### config.mk
export PLATFORM = sky130hd
export DESIGN_NAME = arbitro_ruteo_n
export DESIGN_NICKNAME = d
export VERILOG_FILES = /design/src/rtl/arbitro_ruteo_n.sv
export SDC_FILE = /design/constraint.sdc
export NUM_CORES = 1
export LEC_CHECK = 0
export BUFFER_PORTS_ARGS = -buffer_cell sky130_fd_sc_hd__buf_2
export CAP_MARGIN = 20
export CORE_UTILIZATION = 54
export DETAILED_ROUTE_END_ITERATION = 6
export GPL_ROUTABILITY_DRIVEN = 0
export HOLD_SLACK_MARGIN = 0.15
export PLACE_DENSITY = 0.78
export SKIP_CTS_REPAIR_TIMING = 1
export SLEW_MARGIN = 20
export SYNTH_ARGS = -nofsm -noshare
export SYNTH_HDL_FRONTEND = slang
export SYNTH_SLANG_ARGS = --single-unit
### constraint.sdc
create_clock -name clk -period 3.1 [get_ports clk]
set_clock_uncertainty 0.2 [all_clocks]
set_input_delay 0.62 -clock clk [delete_from_list [all_inputs] [get_ports clk]]
set_output_delay 0.62 -clock clk [all_outputs]
set_load 0.02 [all_outputs]
### src/rtl/arbitro_ruteo_n.sv
// ============================================================================
// Module  : arbitro_ruteo_n
// Brief   : Routes the main FIFO head word to one of N egress FIFOs by its top
//           destination bits, with back-pressure, channel drop and counters.
// Revision: 1.0 - initial release
// ============================================================================
`default_nettype none

module arbitro_ruteo_n #(
  parameter int DATA_SIZE    = 12,
  parameter int NUM_CHANNELS = 4,
  parameter int CH_BITS      = 2,
  parameter int CNT_SIZE     = 5
) (
  input  logic                    clk,
  input  logic                    reset,
  input  logic                    fifo_empty,
  input  logic [DATA_SIZE-1:0]    fifo_data,
  input  logic [NUM_CHANNELS-1:0] fifo_almost_full,
  input  logic [NUM_CHANNELS-1:0] ch_enable,
  output logic                    pop,
  output logic [NUM_CHANNELS-1:0] push,
  output logic [DATA_SIZE-1:0]    data_out,
  input  logic                    req,
  input  logic [CH_BITS:0]        idx,
  output logic [CNT_SIZE-1:0]     cont,
  output logic                    cont_valid,
  output logic                    idle
);

  localparam logic [1:0] S_IDLE   = 2'd0;
  localparam logic [1:0] S_ACTIVE = 2'd1;
  localparam logic [1:0] S_STALL  = 2'd2;

  localparam logic [CNT_SIZE-1:0] CNT_ONE  = {{(CNT_SIZE-1){1'b0}}, 1'b1};
  localparam logic [CH_BITS:0]    IDX_DROP = NUM_CHANNELS[CH_BITS:0];

  logic [1:0]              state_q, state_d;
  logic [NUM_CHANNELS-1:0] push_q, push_d;
  logic [DATA_SIZE-1:0]    data_q;
  logic [CNT_SIZE-1:0]     cnt_q [NUM_CHANNELS];
  logic [CNT_SIZE-1:0]     drop_cnt_q;
  logic [CNT_SIZE-1:0]     cont_q, cont_d;
  logic                    cont_valid_q;

  logic [CH_BITS-1:0] dest;
  logic               fwd;
  logic               drop;

  assign dest = fifo_data[DATA_SIZE-1 -: CH_BITS];
  // Reset gates both decisions so no word leaves the main FIFO during reset.
  assign fwd  = !reset && !fifo_empty && ch_enable[dest] && !fifo_almost_full[dest];
  assign drop = !reset && !fifo_empty && !ch_enable[dest];
  assign pop  = fwd || drop;

  always_comb begin
    push_d = '0;
    if (fwd) begin
      push_d[dest] = 1'b1;
    end
  end

  always_comb begin
    cont_d = '0;
    if (!idx[CH_BITS]) begin
      cont_d = cnt_q[idx[CH_BITS-1:0]];
    end else if (idx == IDX_DROP) begin
      cont_d = drop_cnt_q;
    end
  end

  always_ff @(posedge clk) begin
    if (reset) begin
      push_q       <= '0;
      data_q       <= '0;
      drop_cnt_q   <= '0;
      cont_q       <= '0;
      cont_valid_q <= 1'b0;
      for (int i = 0; i < NUM_CHANNELS; i++) begin
        cnt_q[i] <= '0;
      end
    end else begin
      push_q       <= push_d;
      cont_valid_q <= req;
      if (fwd) begin
        data_q <= fifo_data;
      end
      if (req) begin
        cont_q <= cont_d;
      end
      if (drop && (drop_cnt_q != '1)) begin
        drop_cnt_q <= drop_cnt_q + CNT_ONE;
      end
      for (int i = 0; i < NUM_CHANNELS; i++) begin
        if (push_d[i]) begin
          cnt_q[i] <= cnt_q[i] + CNT_ONE;
        end
      end
    end
  end

  always_ff @(posedge clk) begin
    if (reset) begin
      state_q <= S_IDLE;
    end else begin
      state_q <= state_d;
    end
  end

  // A popped word is always in flight into ACTIVE, so an empty FIFO can go straight to IDLE.
  always_comb begin
    state_d = state_q;
    if (pop) begin
      state_d = S_ACTIVE;
    end else if (!fifo_empty) begin
      state_d = S_STALL;
    end else begin
      state_d = S_IDLE;
    end
  end

  always_comb begin
    idle = (state_q == S_IDLE);
  end

  assign push       = push_q;
  assign data_out   = data_q;
  assign cont       = cont_q;
  assign cont_valid = cont_valid_q;

endmodule

`default_nettype wire

==> impl_metrics.tcl, run 1 <==
set metrics [dict create \
    via_per_inst 5.30 \
    syn-num-nets 249 \
    fmax_mhz 360 \
    final_area_um2 2760 \
    path_clk_slew_ns 0.08 \
    crit_type "input pin to output pin" \
    crit_top_cell "buf_2" \
    dp_hpwl_um 3360 \
    placedInstanceArea_um2 2680 \
    cts.path.max_buffers 2 \
    layout-drive-gt1-share_pct 27.0 \
    rows 23 \
    rsz0062_at_grt "false" \
    final_nets 299 \
    period_minus_slack_ns 2.77 \
    synthCells 216 \
    slowest_stage "mux4_2" \
    final_cell_mix "buf_2 (50), nor2_1 (34), dfxtp_1 (29)" \
    fin_hold_ws_ns 0.274 \
    track_usage_pct 21.0 \
    first_pass_iters 4 \
    num_vias 1679 \
    synth-seq-area-share_pct 49.3 \
    grt_antenna_before_repair 0 \
    crit_arrival_ns 1.95 \
    drt_iter0_drc 77 \
    numPortBuffers 50 \
    required_ns 2.28 \
    avgSynthCellArea_um2 11.1 \
    power.leakage_uw 0.00116 \
    grt_remaining_overflow 0 \
    cts_tree "done" \
    ir_drop_mv 0.291 \
    clkLatencyLatePin_ns 0.30 \
    ys_types 34 \
    routed_wl_um 4410 \
    n_antenna_cell 0 \
    worstPathCellList "buf_2 -> mux4_2 -> nand3_1 -> and2_1 -> buf_2" \
    hold_viol_final 0 \
    startpoint_type "input pin" \
    cpPeakStageDelay_ns 0.65 \
    power_uw 1240 \
    finalSetupViolations 0 \
    setup_tns_ns 0 \
    grt_max_degree 40 \
    drv_slew 0 \
    coreArea_um2 4120 \
    period_share_pct 89.5 \
    yosys_warnings 0 \
    start_util_pct 58.2 \
    final_common_cell "buf_2" \
    die_y_um 68.6 \
    root_buffer "clkbuf_8" \
    syn_area_um2 2400 \
    io_pins 51 \
    cts.sinks 49 \
    die_area_um2 4710 \
    die_w_um 68.6 \
    wl_per_cell_um 13.9 \
    drc_errors 0 \
    crit_fanout 12 \
    synth-seq-cells 49 \
    syn2layout_area_growth_pct 15.1 \
    status "completed" \
    htree_levels 2 \
    slew_headroom_pct 64.5 \
    power.density_nw_per_um2 451 \
    drv_cap 0 \
    grt_pass1_wl_um 7050 \
    grt_pass1_vias 1508 \
    worstSetupEndpointType "output pin" \
    tightest_slew_ns 0.531 \
    numCtsBuffers 5 \
    ant_nets 0 \
    hold_class "flip-flop to flip-flop" \
]
-- worst paths after layout --
kind,to,cells after the start,start,slack [ns]
max,pop,5,fifo_data[10],0.33
min,data_out[5]$_SDFFE_PP0P_,2,data_out[5]$_SDFFE_PP0P_,0.27
max reg2reg,drop_cnt_q[4]$_SDFFE_PP0P_,6,drop_cnt_q[0]$_SDFFE_PP0P_,1.19
min reg2reg,data_out[5]$_SDFFE_PP0P_,2,data_out[5]$_SDFFE_PP0P_,0.27
-- sequential cells by signal, indices dropped and copies added (netlist names) --
| signal | flops |
|---|---|
| push | 4 |
| cnt_q | 20 |
| cont | 5 |
| state_q | 2 |
| data_out | 12 |
| cont_valid | 1 |
| drop_cnt_q | 5 |
-- critical path: cells and delay by family --
family	cells	cell delay (ns)
multiplexers	1	0.65
AND/OR/NAND/NOR	2	0.28
buffers and inverters	2	0.40
-- cell families after synthesis --
logic type	count (synthesis)	synth area share (%)
AND/OR/NAND/NOR	87	20.4
flip-flops	49	49.3
multiplexers	23	12.8
buffers and inverters	19	3.55
AO/OA/AOI/OAI	17	5.33
XOR/XNOR	15	5.48
adder cells (fa/ha/maj)	6	3.13
-- synth_stat cells --
cell | instances | area share (%)
nand2b_1 | 23 | 6.0
a21oi_1 | 1 | 0.21
nor3_1 | 2 | 0.42
o21bai_1 | 4 | 1.3
nand2_1 | 2 | 0.31
and3_1 | 2 | 0.52
or4b_4 | 1 | 0.57
dfxtp_1 | 29 | 24
nor4_4 | 1 | 0.89
mux2i_1 | 15 | 6.3
nor3_4 | 1 | 0.68
mux2_2 | 2 | 0.94
buf_2 | 2 | 0.42
nand3_1 | 13 | 2.7
nand4b_1 | 1 | 0.37
clkbuf_1 | 5 | 0.78
nor2b_1 | 2 | 0.52
nor2_1 | 34 | 5.3
ha_1 | 6 | 3.1
buf_6 | 1 | 0.47
a2bb2oi_1 | 1 | 0.37
edfxtp_1 | 20 | 25
or3_1 | 1 | 0.26
a211oi_1 | 5 | 1.6
a22oi_1 | 5 | 1.6
nor4b_4 | 1 | 0.99
and2_1 | 2 | 0.52
inv_1 | 10 | 1.6
xor2_1 | 8 | 2.9
or2_1 | 1 | 0.26
a21oi_2 | 1 | 0.37
buf_4 | 1 | 0.31
xnor2_1 | 7 | 2.6
mux4_2 | 6 | 5.6
-- per-layer routing --
layer / vias up / routed length (um) / track usage, %
met3: 5 / 235 / 6.09
li1: 849 / - / -
met5: - / 0 / 0
met2: 49 / 2060 / 32.5
met1: 776 / 2060 / 28.4
met4: 0 / 55 / 6.25
-- stage by stage --
stage	instances	setup slack, ns	util, %
4_1_cts	317	0.321	67.0
6_report	317	0.326	67.0
3_3_place_gp	309	0.334	65.0
3_5_place_dp	309	0.331	65.0
5_1_grt	317	0.241	67.0
2_1_floorplan	216	0.715	-
-- where the power goes --
| part | internal (uW) | leakage, uW | total, uW | switching [uW] |
|---|---|---|---|---|
| clock network | 157 | 0.0000450 | 363 | 206 |
| registers | 697 | 0.000444 | 718 | 20.8 |
| logic | 74.2 | 0.000668 | 164 | 89.4 |
| total | 928 | 0.00116 | 1240 | 316 |
-- area by class of cell --
type / count / area (um^2)
fillers: 334 / 1360
flip-flops and latches: 49 / 1180
multi-input cells: 148 / 1130
repair buffers: 52 / 265
clock buffers: 6 / 72.6
well taps: 50 / 62.6
inverters: 10 / 37.5
clock inverters: 2 / 10.0
Note: power is estimated with default switching activity, not from simulation.
==> run 2: changes to the inputs <==
==> constraint.sdc (replaced) <==
create_clock -name clk -period 3.1 [get_ports clk]
set_clock_uncertainty 0.2 [all_clocks]
set_input_delay 0.62 -clock clk [delete_from_list [all_inputs] [get_ports clk]]
set_output_delay 0.62 -clock clk [all_outputs]
set_load 0.05 [all_outputs]
==> impl_metrics.tcl, run 2 (synthesis results as in run 1) <==
set metrics [dict create \
    status "completed" \
    drc_errors 0 \
    path_clk_slew_ns 0.09 \
    syn2layout_area_growth_pct 15.9 \
    die_w_um 68.6 \
    root_buffer "clkbuf_8" \
    seqCellArea_um2 1180 \
    required_ns 2.28 \
    holdPathStages 2 \
    die_area_um2 4710 \
    final_core_util_pct 67.5 \
    num_vias 1678 \
    coreArea_um2 4120 \
    cts.path.max_buffers 2 \
    numCtsBuffers 5 \
    setup_tns_ns 0 \
    final_nets 300 \
    grt_max_degree 40 \
    top_register "cnt_q" \
    start_util_pct 58.2 \
    clkLatencyLatePin_ns 0.31 \
    power.leakage_uw 0.00116 \
    path_delay_family "multiplexers" \
    reg2reg_slack_ns 1.17 \
    startpoint_type "input pin" \
    fillers 330 \
    die_y_um 68.6 \
    final_area_um2 2780 \
    largest_reg_flops 20 \
    final_common_cell "buf_2" \
    io_pins 51 \
    power.density_nw_per_um2 469 \
    n_antenna_cell 0 \
    rsz0062_at_grt "false" \
    ir_drop_mv 0.294 \
    first_pass_iters 4 \
    htree_levels 2 \
    via_per_inst 5.28 \
    grt_pass1_wl_um 6930 \
    routed_wl_um 4330 \
    path_buf_inv 2 \
    cts_tree "done" \
    crit_arrival_ns 1.97 \
    numPortBuffers 50 \
    slowest_stage "mux4_2" \
    reg2reg_depth 6 \
    cp.depth 5 \
    ant_nets 0 \
    finalSetupViolations 0 \
    grt_pass1_vias 1580 \
    fmax_mhz 359 \
    final_cell_mix "buf_2 (50), nor2_1 (34), dfxtp_1 (29)" \
    layout-drive-gt1-share_pct 27.6 \
    grt_remaining_overflow 0 \
    worstPathCellList "buf_2 -> mux4_2 -> nand3_1 -> and2_1 -> buf_2" \
    cpPeakStageDelay_ns 0.62 \
    hold_viol_final 0 \
    grt_antenna_before_repair 0 \
    drv_slew 0 \
    slew_headroom_pct 66.0 \
    crit_type "input pin to output pin" \
    hold_class "flip-flop to flip-flop" \
    rows 23 \
    crit_top_cell "buf_2" \
    drt_iter0_drc 81 \
    track_usage_pct 20.5 \
    placedInstanceArea_um2 2680 \
    period_minus_slack_ns 2.79 \
    wl_per_cell_um 13.6 \
    tightest_slew_ns 0.507 \
    setup_slack_ns 0.315 \
    worstSetupEndpointType "output pin" \
    cts.sinks 49 \
    multiInputGateArea_um2 1130 \
    pre_cts_ws_ns 0.307 \
    crit_fanout 8 \
    drv_cap 0 \
    dp_hpwl_um 3210 \
    period_share_pct 89.9 \
]
-- run 2: cell types whose count changed in the layout (fill, tap and decap cells not counted) --
cell        previous run  this run
buf_4                  2         3
clkinv_2               2         0
clkinvlp_4             0         1
inv_6                  0         2
clkbuf_1               1         0
-- run 2: worst reg2reg max path, delay by kind of cell (launching register included) --
kind	cells	cell delay, ns
multiplexers	1	0.22
AND/OR/NAND/NOR	3	0.53
adder cells (fa/ha/maj)	2	0.51
flip-flops	1	0.36
-- run 2: cell type report --
type,instances,area share [%]
Clock inverter,3,0.901
Inverter,10,1.35
Sequential cell,49,42.5
Timing Repair Buffer,53,9.82
Clock buffer,5,2.48
Multi-Input combinational cell,148,40.7
Tap cell,50,2.25
-- run 2: final timing paths --
| path | from | end |
|---|---|---|
| worst min-delay path | data_out[10]$_SDFFE_PP0P_ | data_out[10]$_SDFFE_PP0P_ |
| worst max-delay path | fifo_data[10] | pop |
| worst min register to register | data_out[10]$_SDFFE_PP0P_ | data_out[10]$_SDFFE_PP0P_ |
| worst max register to register | drop_cnt_q[0]$_SDFFE_PP0P_ | drop_cnt_q[4]$_SDFFE_PP0P_ |
-- run 2: through the flow --
step | total power [uW] | hold WS [ns] | cells
finish | 1300 | 0.274 | 318
global route | 1360 | 0.301 | 318
CTS | 1310 | 0.278 | 318
detailed placement | 927 | 0.257 | 310
global placement | 924 | 0.256 | 310
floorplan | 875 | 0.290 | 216
-- run 2: report_power, final --
group | total [uW] | switching [uW] | internal (uW)
logic | 195 | 120 | 74.8
clock network | 392 | 227 | 165
registers | 717 | 19.8 | 697
-- run 2: metal layers --
metal  global-route usage, %  up-vias  share of wire [%]
met1                    24.8      760                 46
met5                       0        -                  0
met3                    7.07        9                7.4
met2                    33.6       59                 45
met4                    7.81        0                1.6
li1                        -      850                  -
